### config.mk
export PLATFORM = sky130hd
export DESIGN_NAME = pipe_hazard_ctrl
export DESIGN_NICKNAME = d
export VERILOG_FILES = /design/src/rtl/pipe_hazard_ctrl_pkg.sv /design/src/rtl/pipe_hazard_ctrl_fwd_unit.sv /design/src/rtl/pipe_hazard_ctrl.sv
export SDC_FILE = /design/constraint.sdc
export NUM_CORES = 1
export LEC_CHECK = 0
export BUFFER_PORTS_ARGS = -buffer_cell sky130_fd_sc_hd__buf_2
export CAP_MARGIN = 30
export CORE_ASPECT_RATIO = 1.2
export CORE_MARGIN = 5
export CORE_UTILIZATION = 48
export CTS_CLUSTER_DIAMETER = 60
export DETAILED_ROUTE_END_ITERATION = 6
export MAX_ROUTING_LAYER = met4
export PLACE_DENSITY = 0.85
export SYNTH_ARGS = -nofsm -noshare
export SYNTH_HDL_FRONTEND = slang
export SYNTH_HIERARCHICAL = 1
export SYNTH_SLANG_ARGS = --single-unit
### constraint.sdc
create_clock -name clk -period 4.6 [get_ports clk]
set_clock_uncertainty 0.2 [all_clocks]
set_input_delay 1.15 -clock clk [delete_from_list [all_inputs] [get_ports clk]]
set_output_delay 1.15 -clock clk [all_outputs]
set_load 0.1 [all_outputs]
### src/rtl/pipe_hazard_ctrl_pkg.sv
// Shared types for the RV32I pipeline hazard controller: forward selects,
// writeback encodings, controller states and the stall/flush bundle.
package pipe_ctrl_pkg;

  typedef enum logic [1:0] {
    FWD_NONE = 2'b00,
    FWD_MEM  = 2'b01,
    FWD_WB   = 2'b10
  } fwd_sel_t;

  typedef enum logic [1:0] {
    WB_ALU = 2'b00,
    WB_MEM = 2'b01,
    WB_PC4 = 2'b10
  } wb_sel_t;

  typedef enum logic [1:0] {
    RUN      = 2'b00,
    MEM_WAIT = 2'b01,
    ERROR    = 2'b10
  } ctrl_state_t;

  typedef struct packed {
    logic stall_f;
    logic stall_d;
    logic stall_e;
    logic stall_m;
    logic flush_d;
    logic flush_e;
    logic flush_w;
  } ctrl_bus_t;

  localparam ctrl_bus_t CTRL_IDLE = 7'b0000000;
  // Freeze PC..EX/MEM and drain a bubble into MEM/WB while memory is busy.
  localparam ctrl_bus_t CTRL_HOLD = 7'b1111001;
  localparam ctrl_bus_t CTRL_BR   = 7'b0000110;
  localparam ctrl_bus_t CTRL_LUSE = 7'b1100010;

  function automatic logic reg_match(input logic [4:0] rd, input logic [4:0] rs,
                                     input logic en);
    return en && (rd != 5'd0) && (rd == rs);
  endfunction

endpackage

### src/rtl/pipe_hazard_ctrl_fwd_unit.sv
// Operand forwarding select for one EX-stage source register; the M-stage
// result is younger than W, so it wins when both match.
module fwd_unit
  import pipe_ctrl_pkg::*;
(
  input  logic [4:0] rs_i,
  input  logic [4:0] rd_m_i,
  input  logic [4:0] rd_w_i,
  input  logic       rf_en_m_i,
  input  logic       rf_en_w_i,
  output fwd_sel_t   fwd_sel_o
);

  always_comb begin
    fwd_sel_o = FWD_NONE;
    if (reg_match(rd_m_i, rs_i, rf_en_m_i)) begin
      fwd_sel_o = FWD_MEM;
    end else if (reg_match(rd_w_i, rs_i, rf_en_w_i)) begin
      fwd_sel_o = FWD_WB;
    end else begin
      fwd_sel_o = FWD_NONE;
    end
  end

endmodule

### src/rtl/pipe_hazard_ctrl.sv
// Stall/flush/forward controller for the 5-stage RV32I pipeline with a
// memory wait-state FSM. Optional counters: define PIPE_CTRL_PERF_EN.
module pipe_hazard_ctrl
  import pipe_ctrl_pkg::*;
#(
  parameter int MEM_TIMEOUT = 16,
  parameter int CNT_W       = 5
) (
  input  logic       clk,
  input  logic       rst,
  input  logic [4:0] rs1_D,
  input  logic [4:0] rs2_D,
  input  logic [4:0] rs1_E,
  input  logic [4:0] rs2_E,
  input  logic [4:0] rd_E,
  input  logic [4:0] rd_M,
  input  logic [4:0] rd_W,
  input  logic [1:0] sel_wb_E,
  input  logic       rf_en_M,
  input  logic       rf_en_W,
  input  logic       br_taken_E,
  input  logic       mem_req_M,
  input  logic       mem_ready_M,
  output logic       stall_F,
  output logic       stall_D,
  output logic       stall_E,
  output logic       stall_M,
  output logic       flush_D,
  output logic       flush_E,
  output logic       flush_W,
  output logic [1:0] fwd_a_E,
  output logic [1:0] fwd_b_E,
  output logic       mem_timeout
`ifdef PIPE_CTRL_PERF_EN
  ,
  output logic [31:0] perf_stall_cyc,
  output logic [31:0] perf_flush_cnt,
  output logic [31:0] perf_luse_cnt
`endif
);

  localparam logic [CNT_W-1:0] CNT_ONE     = CNT_W'(32'd1);
  localparam logic [CNT_W-1:0] CNT_ZERO    = CNT_W'(32'd0);
  localparam logic [CNT_W-1:0] CNT_MAX     = {CNT_W{1'b1}};
  localparam logic [CNT_W-1:0] CNT_TIMEOUT = CNT_W'(MEM_TIMEOUT);

  ctrl_state_t      state_q, state_d;
  logic [CNT_W-1:0] wait_cnt_q, wait_cnt_d;
  logic             timeout_q, timeout_d;

  fwd_sel_t  fwd_a_s, fwd_b_s;
  ctrl_bus_t ctrl_s;
  logic      luse_s;
  logic      mstall_s;
  logic      br_evt_s;
  logic      luse_evt_s;

  fwd_unit u_fwd_a (
    .rs_i      (rs1_E),
    .rd_m_i    (rd_M),
    .rd_w_i    (rd_W),
    .rf_en_m_i (rf_en_M),
    .rf_en_w_i (rf_en_W),
    .fwd_sel_o (fwd_a_s)
  );

  fwd_unit u_fwd_b (
    .rs_i      (rs2_E),
    .rd_m_i    (rd_M),
    .rd_w_i    (rd_W),
    .rf_en_m_i (rf_en_M),
    .rf_en_w_i (rf_en_W),
    .fwd_sel_o (fwd_b_s)
  );

  assign luse_s   = (sel_wb_E == WB_MEM) && (rd_E != 5'd0) &&
                    ((rd_E == rs1_D) || (rd_E == rs2_D));
  assign mstall_s = mem_req_M && !mem_ready_M;

  always_comb begin
    state_d    = state_q;
    wait_cnt_d = wait_cnt_q;
    timeout_d  = timeout_q;
    ctrl_s     = CTRL_IDLE;
    br_evt_s   = 1'b0;
    luse_evt_s = 1'b0;
    case (state_q)
      RUN: begin
        if (mstall_s) begin
          ctrl_s     = CTRL_HOLD;
          state_d    = MEM_WAIT;
          wait_cnt_d = CNT_ONE;
        end else if (br_taken_E) begin
          // The squashed D instruction makes any concurrent load-use moot.
          ctrl_s   = CTRL_BR;
          br_evt_s = 1'b1;
        end else if (luse_s) begin
          ctrl_s     = CTRL_LUSE;
          luse_evt_s = 1'b1;
        end else begin
          ctrl_s = CTRL_IDLE;
        end
      end
      MEM_WAIT: begin
        if (mem_ready_M) begin
          ctrl_s     = CTRL_IDLE;
          state_d    = RUN;
          wait_cnt_d = CNT_ZERO;
        end else begin
          ctrl_s = CTRL_HOLD;
          if (wait_cnt_q == CNT_TIMEOUT) begin
            state_d   = ERROR;
            timeout_d = 1'b1;
          end else if (wait_cnt_q != CNT_MAX) begin
            wait_cnt_d = wait_cnt_q + CNT_ONE;
          end else begin
            wait_cnt_d = wait_cnt_q;
          end
        end
      end
      ERROR: begin
        ctrl_s    = CTRL_HOLD;
        timeout_d = 1'b1;
      end
      default: begin
        ctrl_s  = CTRL_IDLE;
        state_d = RUN;
      end
    endcase
  end

  always_ff @(posedge clk or posedge rst) begin
    if (rst) begin
      state_q    <= RUN;
      wait_cnt_q <= CNT_ZERO;
      timeout_q  <= 1'b0;
    end else begin
      state_q    <= state_d;
      wait_cnt_q <= wait_cnt_d;
      timeout_q  <= timeout_d;
    end
  end

  // Reset overrides the combinational controls directly so buffers see no stray hold.
  assign stall_F     = ctrl_s.stall_f & ~rst;
  assign stall_D     = ctrl_s.stall_d & ~rst;
  assign stall_E     = ctrl_s.stall_e & ~rst;
  assign stall_M     = ctrl_s.stall_m & ~rst;
  assign flush_D     = ctrl_s.flush_d & ~rst;
  assign flush_E     = ctrl_s.flush_e & ~rst;
  assign flush_W     = ctrl_s.flush_w & ~rst;
  assign fwd_a_E     = rst ? FWD_NONE : fwd_a_s;
  assign fwd_b_E     = rst ? FWD_NONE : fwd_b_s;
  assign mem_timeout = timeout_q;

`ifdef PIPE_CTRL_PERF_EN
  logic [31:0] perf_stall_q, perf_stall_d;
  logic [31:0] perf_flush_q, perf_flush_d;
  logic [31:0] perf_luse_q,  perf_luse_d;

  always_comb begin
    perf_stall_d = perf_stall_q;
    perf_flush_d = perf_flush_q;
    perf_luse_d  = perf_luse_q;
    if (ctrl_s.stall_d) begin
      perf_stall_d = perf_stall_q + 32'd1;
    end else begin
      perf_stall_d = perf_stall_q;
    end
    if (br_evt_s) begin
      perf_flush_d = perf_flush_q + 32'd1;
    end else begin
      perf_flush_d = perf_flush_q;
    end
    if (luse_evt_s) begin
      perf_luse_d = perf_luse_q + 32'd1;
    end else begin
      perf_luse_d = perf_luse_q;
    end
  end

  always_ff @(posedge clk or posedge rst) begin
    if (rst) begin
      perf_stall_q <= 32'd0;
      perf_flush_q <= 32'd0;
      perf_luse_q  <= 32'd0;
    end else begin
      perf_stall_q <= perf_stall_d;
      perf_flush_q <= perf_flush_d;
      perf_luse_q  <= perf_luse_d;
    end
  end

  assign perf_stall_cyc = perf_stall_q;
  assign perf_flush_cnt = perf_flush_q;
  assign perf_luse_cnt  = perf_luse_q;
`else
  logic unused_evt_s;
  assign unused_evt_s = br_evt_s ^ luse_evt_s;
`endif

endmodule

==> results of run 1 <==
==> power by group through the flow <==
stage,Sequential [mW],Clock [mW],Combinational (mW)
finish,0.0784,0.0514,0.116
global route,0.0789,0.0577,0.126
CTS,0.0782,0.0542,0.116
detailed placement,0.0795,0,0.116
global placement,0.0791,0,0.112
floorplan,0.0773,0,0.0779
==> Yosys cell counts, types with 2 or more instances <==
cell	instances	area, µm²
a211oi_2	2	25.02
nand2_1	7	26.28
a21oi_1	5	25.02
nor2_1	6	22.52
nor4_1	2	12.51
dfrtp_1	8	200.2
o21ai_1	3	15.01
o21bai_1	2	15.01
nor3_2	2	20.02
ha_1	3	37.54
xor2_1	16	140.1
or4_1	2	15.01
o21ai_0	4	20.02
o41ai_2	2	32.53
inv_1	6	22.52
o211ai_1	2	15.01
nand3_1	8	40.04
xnor2_1	10	87.58
nor3_1	7	35.03
nor2b_1	4	25.02
buf_4	3	22.52
==> cell families after synthesis <==
kind of cell	synth area share
AO/OA/AOI/OAI	0.2176
XOR/XNOR	0.2201
adder cells (fa/ha/maj)	0.03628
flip-flops	0.1935
buffers and inverters	0.05924
AND/OR/NAND/NOR	0.2733
==> through the flow <==
stage	hold WS, ns	cell area (µm²)	cells	util
after floorplan	0.2998	1050	124	-
after global placement	0.2507	1324	204	0.6389
after detailed placement	0.2546	1324	204	0.6389
after CTS	0.2680	1346	207	0.6498
after global routing	0.2820	1346	207	0.6498
final	0.2618	1346	207	0.6498
==> registers in the layout, indices dropped and copies added (netlist names) <==
signal / cells
wait_cnt_q: 5
state_q: 2
mem_timeout: 1
==> critical path: cells and delay by family <==
kind            cells  cell delay (ns)
simple gates        2             0.32
buf+inv             2             0.56
compound gates      2             0.53
==> worst min path at each step <==
stage,start,endpoint,slack [ns],cells past startpoint
2_1_floorplan,wait_cnt_q[3],wait_cnt_q[3],0.30,1
3_3_place_gp,mem_timeout,mem_timeout,0.25,1
3_5_place_dp,mem_timeout,mem_timeout,0.25,1
4_1_cts,mem_timeout,mem_timeout,0.27,1
5_1_grt,mem_timeout,mem_timeout,0.28,1
6_report,mem_timeout,mem_timeout,0.26,1
==> area by class of cell <==
cell class | instances | area, µm² | area share
Inverter | 6 | 22.52 | 0.01673
Clock buffer | 3 | 22.52 | 0.01673
Tap cell | 30 | 37.54 | 0.02788
Timing Repair Buffer | 55 | 275.3 | 0.2045
Multi-Input combinational cell | 105 | 788.3 | 0.5855
Sequential cell | 8 | 200.2 | 0.1487
==> routing by layer <==
metal | up-vias | wire length (µm)
met3 | 4 | 195
li1 | 557 | -
met2 | 43 | 1504
met4 | 0 | 19
met1 | 503 | 1065
met5 | - | 0
==> run_results.csv, run 1 <==
group,metric,value,unit
cts,hold_buffers,0,
pwr,power.density,182.7,nW/µm²
worst_setup_path,critPathLaunch,"rd_M[0]",
cts,cts-root-buf,"clkbuf_4",
drt,drt_iter0_drc,24,
drt,num_vias,1107,
global_routing,antenna_found_initial,0,
worst_setup_path,reg2reg_setup_slack,2.44,ns
sta,min_period,3.913,ns
floorplan,die_x,52.39,µm
sta,maxSlewViolCount,0,
pwr,power_switching,0.09902,mW
sta,rsz0062_at_grt,"false",
floorplan,rows,18,
cells_and_area,final_common_cell,"buf_2",
global_routing,use_met2,0.3387,
cells_and_area,final_cell_mix,"buf_2, xor2_1, xnor2_1",
synth,synth_nets,171,
sta,worst_pin_slew,0.4917,ns
drt,wl,2.784,mm
pwr,finalPower,0.2460,mW
drt,wire_per_inst,13.45,µm
cells_and_area,nFillCells,199,
floorplan,ioPinCount,56,
place,hpwl,2.426,mm
worst_setup_path,critPathMaxStageDelay,0.43,ns
worst_setup_path,r2r_cells,6,
worst_setup_path,cp.arrival,2.56,ns
drt,first_pass_iters,4,
drt,detail-route-antenna-nets,0,
floorplan,die_y,60.86,µm
cts,clk_pin_slew,0.05,ns
worst_setup_path,worstSetupPathType,"input pin to output pin",
drt,drc_errors,0,
global_routing,grt.total_usage,0.1967,
worst_setup_path,slowest_stage,"buf_2",
worst_setup_path,cp_max_fo,4,
synth,synthArstFlopShare,1.000,
synth,syn_inst,124,
sta,tns,0,ns
worst_setup_path,path_cells,"buf_2, o41ai_2, a211oi_2, nor3_2, nor2b_1, buf_2",
cells_and_area,area_growth,30.11,%
drt,viasPerCell,5.348,
cells_and_area,nNetsFinal,226,
place,dp_slack,0.6911,ns
global_routing,use_met1,0.2204,
place,place.gp.congestion,0.8798,
cells_and_area,diodes,0,
cts,cts.sinks,8,
global_routing,grt_overflow,0,
synth,ys_ff_latch,8,
sta,fmax,255.5,MHz
pwr,power.share.clock,0.209,
global_routing,grt.busiest_layer,"met2",
min_path,min_path_type,"flip-flop to flip-flop",
cts,cts.path.max_buffers,2,
worst_setup_path,endpoint_kind,"output pin",
sta,hold_violations,0,
synth,synth.avg_cell_area,8.345,µm²
sta,setup_ws,0.6867,ns
synth,synth.distinct_cells,41,
worst_setup_path,worstPathRequired,3.25,ns
synth,yosysWarnings,6,
cts,post_cts_buffers,0,
global_routing,grt_pass1_vias,1230,
run,drv_cap,0,
floorplan,die_area,3188,µm²
synth,synth_area,1035,µm²
worst_setup_path,reg2reg_from,"wait_cnt_q[0]",
cts,cts_tree,"done",
cells_and_area,drive_gt1_frac,0.4068,
place,portBuffers,55,
global_routing,grt_pass1_wl,4.788,mm
pwr,vdd.ir_drop.worst,81.45,µV
synth,synthFlopType,"dfrtp_1",
floorplan,initial_core_util,0.4994,
sta,fin_crit_sh,0.8507,
cts,ctsResizeCount,0,
pwr,p_leak,0.6305,nW
synth,synth_edf_count,0,
cts,numCtsBuffers,3,
pwr,combinationalPowerShare,0.472,
pwr,intPower,0.1469,mW
sta,max_slew_margin,0.6745,
pwr,netSwitchingFraction,0.4026,
worst_setup_path,crit_top_cell,"buf_2",
worst_setup_path,endpoint,"fwd_b_E[1]",
global_routing,gr-usage-met3,0.03686,
sta,finalSetupViolCount,0,
floorplan,core-area,2072,µm²
status,status,"finished clean",
worst_setup_path,critPathLaunchType,"input pin",
global_routing,grt_max_degree,12,
synth,seq_area_frac_synth,0.1935,
worst_setup_path,r2r-end,"wait_cnt_q[3]",
pwr,seq_power_share,0.319,
cts,htreeDepth,1,
cts,worstSkewPairLatency,0.25,ns
(Power assumes the default switching activity.)
==> inputs of run 2 (changes only) <==
CORE_UTILIZATION = 35   (was 48)
PLACE_DENSITY = 0.65   (was 0.85)
==> run 2 against run 1 <==
Core utilization decreased by 17 points. Sequential power about the same. Register-to-register slack about the same. Cell count increased by 1.9%.
==> run_results.csv, run 2 (synthesis results as in run 1) <==
group,metric,value,unit
status,status,"finished clean",
worst_setup_path,worstSetupPathType,"input pin to output pin",
floorplan,rows,21,
worst_setup_path,r2r_cells,6,
cts,cts_tree,"done",
worst_setup_path,critPathLaunchType,"input pin",
sta,max_slew_margin,0.6680,
cells_and_area,multi_input_comb_area,788.3,µm²
worst_setup_path,cp_max_fo,4,
cells_and_area,final_cell_mix,"buf_2, xor2_1, xnor2_1",
place,portBuffers,55,
min_path,min_path_type,"flip-flop to flip-flop",
sta,maxSlewViolCount,0,
sta,min_period,3.985,ns
pwr,power.density,182.1,nW/µm²
drt,detail-route-antenna-nets,0,
global_routing,grt_pass1_wl,4.747,mm
cts,clk_pin_slew,0.05,ns
floorplan,initial_core_util,0.3680,
worst_setup_path,cp.arrival,2.64,ns
drt,drt_iter0_drc,27,
cts,worstSkewPairLatency,0.25,ns
drt,wire_per_inst,13.88,µm
worst_setup_path,reg2reg_from,"wait_cnt_q[0]",
cells_and_area,nNetsFinal,226,
worst_setup_path,worstPathRequired,3.25,ns
cells_and_area,largest_reg_flops,5,
worst_setup_path,endpoint_kind,"output pin",
global_routing,grt_overflow,0,
worst_setup_path,endpoint,"fwd_b_E[1]",
cts,post_cts_buffers,0,
cts,cts-root-buf,"clkbuf_4",
worst_setup_path,r2r-end,"wait_cnt_q[3]",
cells_and_area,regArea,200.2,µm²
cells_and_area,drive_gt1_frac,0.4068,
pwr,vdd.ir_drop.worst,111.6,µV
sta,fmax,250.9,MHz
cells_and_area,final_common_cell,"buf_2",
cts,hold_buffers,0,
place,place.gp.congestion,0.8618,
cts,htreeDepth,1,
floorplan,die_y,69.56,µm
cells_and_area,area_growth,30.59,%
cells_and_area,design_area,1351,µm²
global_routing,grt_pass1_vias,1209,
cells_and_area,nFillCells,269,
sta,rsz0062_at_grt,"false",
sta,fin_crit_sh,0.8663,
cts,cts.path.max_buffers,2,
floorplan,ioPinCount,56,
drt,first_pass_iters,4,
drt,num_vias,1121,
global_routing,grt_max_degree,12,
cells_and_area,diodes,0,
global_routing,grt.total_usage,0.1430,
sta,holdWs,0.2612,ns
sta,worst_pin_slew,0.5014,ns
place,hpwl,2.552,mm
sta,tns,0,ns
cells_and_area,regMostFlops,"wait_cnt_q",
drt,drc_errors,0,
cts,ctsResizeCount,0,
drt,wl,2.929,mm
run,drv_cap,0,
global_routing,antenna_found_initial,0,
drt,viasPerCell,5.313,
worst_setup_path,reg2reg_setup_slack,2.44,ns
sta,hold_violations,0,
floorplan,die_x,59.64,µm
worst_setup_path,critPathLaunch,"rd_M[0]",
floorplan,core-area,2811,µm²
cts,numCtsBuffers,3,
pwr,p_leak,0.6305,nW
cts,cts.sinks,8,
place,dpl_cell_area,1329,µm²
floorplan,die_area,4148,µm²
sta,finalSetupViolCount,0,
## run 2: cell counts in the layout (fill, tap and decap cells not counted)
Identical to the previous run, type by type.
## run 2: worst max-delay path: stages
cell	delay (ns)
buf_2	0.14
o41ai_2	0.42
a211oi_2	0.15
nor3_2	0.19
nor2b_1	0.14
buf_2	0.43
## run 2: routing by layer
metal	up-vias	GRT usage	share of wire
li1	552	-	-
met4	0	0.05911	0.016
met1	510	0.1637	0.41
met5	-	-	0
met2	53	0.2369	0.49
met3	6	0.02793	0.076
## run 2: stage by stage
step	utilization	total power, mW	std cells	setup WS [ns]
after floorplan	-	0.1552	124	0.03847
after global routing	0.4806	0.2614	211	0.5199
after global placement	0.4726	0.1914	208	0.6890
final	0.4806	0.2461	211	0.6148
after CTS	0.4806	0.2484	211	0.6381
after detailed placement	0.4726	0.1949	208	0.6449
## run 2: final cells by class
class,instances,area share
inverter,6,0.01667
tap,34,0.03148
multi-input combinational,105,0.5833
timing repair buffer,55,0.2037
clock buffer,3,0.01667
sequential,8,0.1481
## run 2: worst min path at each step
stage,start,endpoint,slack (ns),cells past startpoint
detailed placement,mem_timeout,mem_timeout,0.26,1
CTS,mem_timeout,mem_timeout,0.27,1
global placement,mem_timeout,mem_timeout,0.25,1
finish,mem_timeout,mem_timeout,0.26,1
global route,mem_timeout,mem_timeout,0.29,1
floorplan,wait_cnt_q[3],wait_cnt_q[3],0.30,1
## run 2: where the power goes
group | internal, mW | total (mW) | switching, mW
registers | 0.0735 | 0.0786 | 0.00505
clock network | 0.0297 | 0.0518 | 0.0221
logic | 0.0437 | 0.116 | 0.0721
==> inputs of run 3 (changes only) <==
PLACE_DENSITY = unset   (was 0.65)
PLACE_DENSITY_LB_ADDON = 0.2   (was unset)
SYNTH_HIERARCHICAL = unset   (was 1)
==> run 3 against run 2 <==
Area after synthesis decreased by 6.7%. Synthesized cell count fell by 5.6%. Count of clock-buffer cells in the layout is the same. Non-clock buffer count rose by 1. Critical path depth unchanged. Combinational power is 26% lower. Flip-flop and latch count stayed put. Clock power grew 3%. Global-route usage down 0.098 points. Via count is 7.1% lower. First-iteration DRC count is 11% higher. Critical path type unchanged. Largest cell class unchanged.
==> run_results.csv, run 3 <==
group,metric,value,unit
synth,synth.area.top_cells,"dfrtp_1, xor2_1, xnor2_1",
pwr,vdd.ir_drop.worst,84.48,µV
drt,detail-route-antenna-nets,0,
sta,finalSetupViolCount,0,
cells_and_area,design_area,1304,µm²
synth,synth.avg_cell_area,8.256,µm²
worst_setup_path,critPathLaunchType,"input pin",
run,drv_cap,0,
synth,synth.distinct_cells,38,
synth,synthTopCellsByCount,"xor2_1, xnor2_1, dfrtp_1",
synth,yosys.area.top_type,"dfrtp_1",
sta,holdWs,0.2768,ns
floorplan,die_x,57.96,µm
synth,synth_nets,164,
cts,cts-root-buf,"clkbuf_4",
worst_setup_path,r2r_cells,6,
drt,drt_iter0_drc,30,
floorplan,die_area,3915,µm²
synth,syn_inst,117,
drt,drc_errors,0,
sta,worst_pin_slew,0.6375,ns
pwr,netSwitchingFraction,0.3643,
cts,cts_tree,"done",
cells_and_area,area_growth,34.97,%
pwr,power.share.clock,0.254,
floorplan,ioPinCount,56,
worst_setup_path,cp_max_fo,4,
drt,num_vias,1041,
sta,fin_crit_sh,0.9112,
cts,htreeDepth,1,
pwr,finalPower,0.2101,mW
place,place.gp.congestion,0.8446,
cells_and_area,diodes,0,
sta,max_slew_margin,0.5741,
cells_and_area,drive_gt1_frac,0.3895,
synth,seq_area_frac_synth,0.2073,
pwr,combinationalPowerShare,0.410,
pwr,p_leak,0.6155,nW
synth,synth_most_common_cell,"xor2_1",
global_routing,grt_pass1_vias,1018,
cts,clk_pin_slew,0.05,ns
cells_and_area,final_cells,205,
synth,yosysWarnings,0,
place,portBuffers,55,
cts,ctsResizeCount,0,
global_routing,grt_max_degree,10,
cts,worstSkewPairLatency,0.25,ns
floorplan,rows,20,
worst_setup_path,reg2reg_setup_slack,2.42,ns
worst_setup_path,cp.arrival,2.84,ns
min_path,whs_path_depth,1,
synth,netlist.area_leader.share,0.2073,
global_routing,antenna_found_initial,0,
cells_and_area,final_common_cell,"buf_2",
cells_and_area,regMostFlops,"wait_cnt_q",
cts,hold_buffers,0,
floorplan,initial_core_util,0.3712,
synth,ys_ff_latch,8,
sta,maxSlewViolCount,0,
cells_and_area,nFillCells,265,
pwr,intPower,0.1335,mW
drt,first_pass_iters,4,
floorplan,die_y,67.55,µm
worst_setup_path,worstSetupPathType,"input pin to output pin",
cells_and_area,largest_reg_flops,5,
place,dp.cells,202,
sta,rsz0062_at_grt,"false",
global_routing,gr-usage-met3,0.03442,
floorplan,core-area,2603,µm²
drt,wl,2.646,mm
cells_and_area,final_cell_mix,"buf_2, xor2_1, xnor2_1",
global_routing,grt.busiest_layer,"met2",
cells_and_area,nNetsFinal,221,
global_routing,grt_pass1_wl,4.250,mm
synth,synthArstFlopShare,1.000,
place,dpl_cell_area,1281,µm²
cts,post_cts_buffers,0,
cts,cts.path.max_buffers,2,
pwr,power_switching,0.07653,mW
sta,hold_violations,0,
global_routing,use_met2,0.2669,
min_path,min_path_type,"flip-flop to flip-flop",
global_routing,grt_overflow,0,
drt,wire_per_inst,12.91,µm
sta,fmax,238.6,MHz
place,hpwl,2.309,mm
drt,viasPerCell,5.078,
pwr,power.density,161.1,nW/µm²
synth,synth_edf_count,0,
worst_setup_path,worstPathRequired,3.25,ns
cts,numCtsBuffers,3,
synth,synthFlopType,"dfrtp_1",
worst_setup_path,endpoint_kind,"output pin",
synth,synth_area,965.9,µm²
global_routing,grt.total_usage,0.1420,
pwr,seq_power_share,0.335,
sta,min_period,4.192,ns
cts,cts.sinks,8,
status,status,"finished clean",
global_routing,use_met1,0.1406,
==> run 3: per-stage QoR <==
step	util	setup slack, ns	setup TNS (ns)
after global placement	0.4923	0.4388	0
final	0.5010	0.4084	0
after detailed placement	0.4923	0.4180	0
after floorplan	-	-0.9850	-2.458
after global routing	0.5010	0.3643	0
after CTS	0.5010	0.4153	0
==> run 3: area by class of cell <==
| cell class | count | area (µm²) | share of cell area |
|---|---|---|---|
| multi-input cells | 98 | 730.7 | 0.5605 |
| repair buffers | 56 | 282.8 | 0.2169 |
| flip-flops and latches | 8 | 200.2 | 0.1536 |
| well taps | 33 | 41.29 | 0.03167 |
| inverters | 7 | 26.28 | 0.02015 |
| clock buffers | 3 | 22.52 | 0.01727 |
==> run 3: cells by family after synthesis <==
| family | count (synthesis) | synth area share |
|---|---|---|
| buf+inv | 11 | 0.05440 |
| mux | 1 | 0.01036 |
| xor+xnor | 30 | 0.2720 |
| flops | 8 | 0.2073 |
| simple gates | 43 | 0.2695 |
| fa+ha+maj | 3 | 0.03886 |
| compound gates | 21 | 0.1477 |
==> run 3: routing by layer <==
layer	up-vias	routed length, µm
met5	-	0
li1	523	-
met3	4	244
met4	0	34
met2	42	1369
met1	472	998
==> run 3: final timing paths <==
check / startpoint / to
hold reg to reg: mem_timeout / mem_timeout
hold / removal: mem_timeout / mem_timeout
setup reg to reg: wait_cnt_q[0] / wait_cnt_q[3]
setup / recovery: rd_M[1] / fwd_b_E[1]
max in group asynchronous: rst / state_q[0]
min in group asynchronous: rst / wait_cnt_q[0]
==> run 3: power groups by stage <==
stage	clock, mW	sequential (mW)	combinational, mW
after floorplan	0	0.0717	0.0525
after global placement	0	0.0717	0.0848
after detailed placement	0	0.0717	0.0866
after CTS	0.0567	0.0704	0.0869
after global routing	0.0611	0.0703	0.0930
final	0.0534	0.0704	0.0862
==> run 3: critical path, cell delays in order <==
cell     delay (ns)
buf_2          0.12
or4_1          0.55
o21ai_2        0.21
nor3_2         0.09
nor4_4         0.25
buf_2          0.46
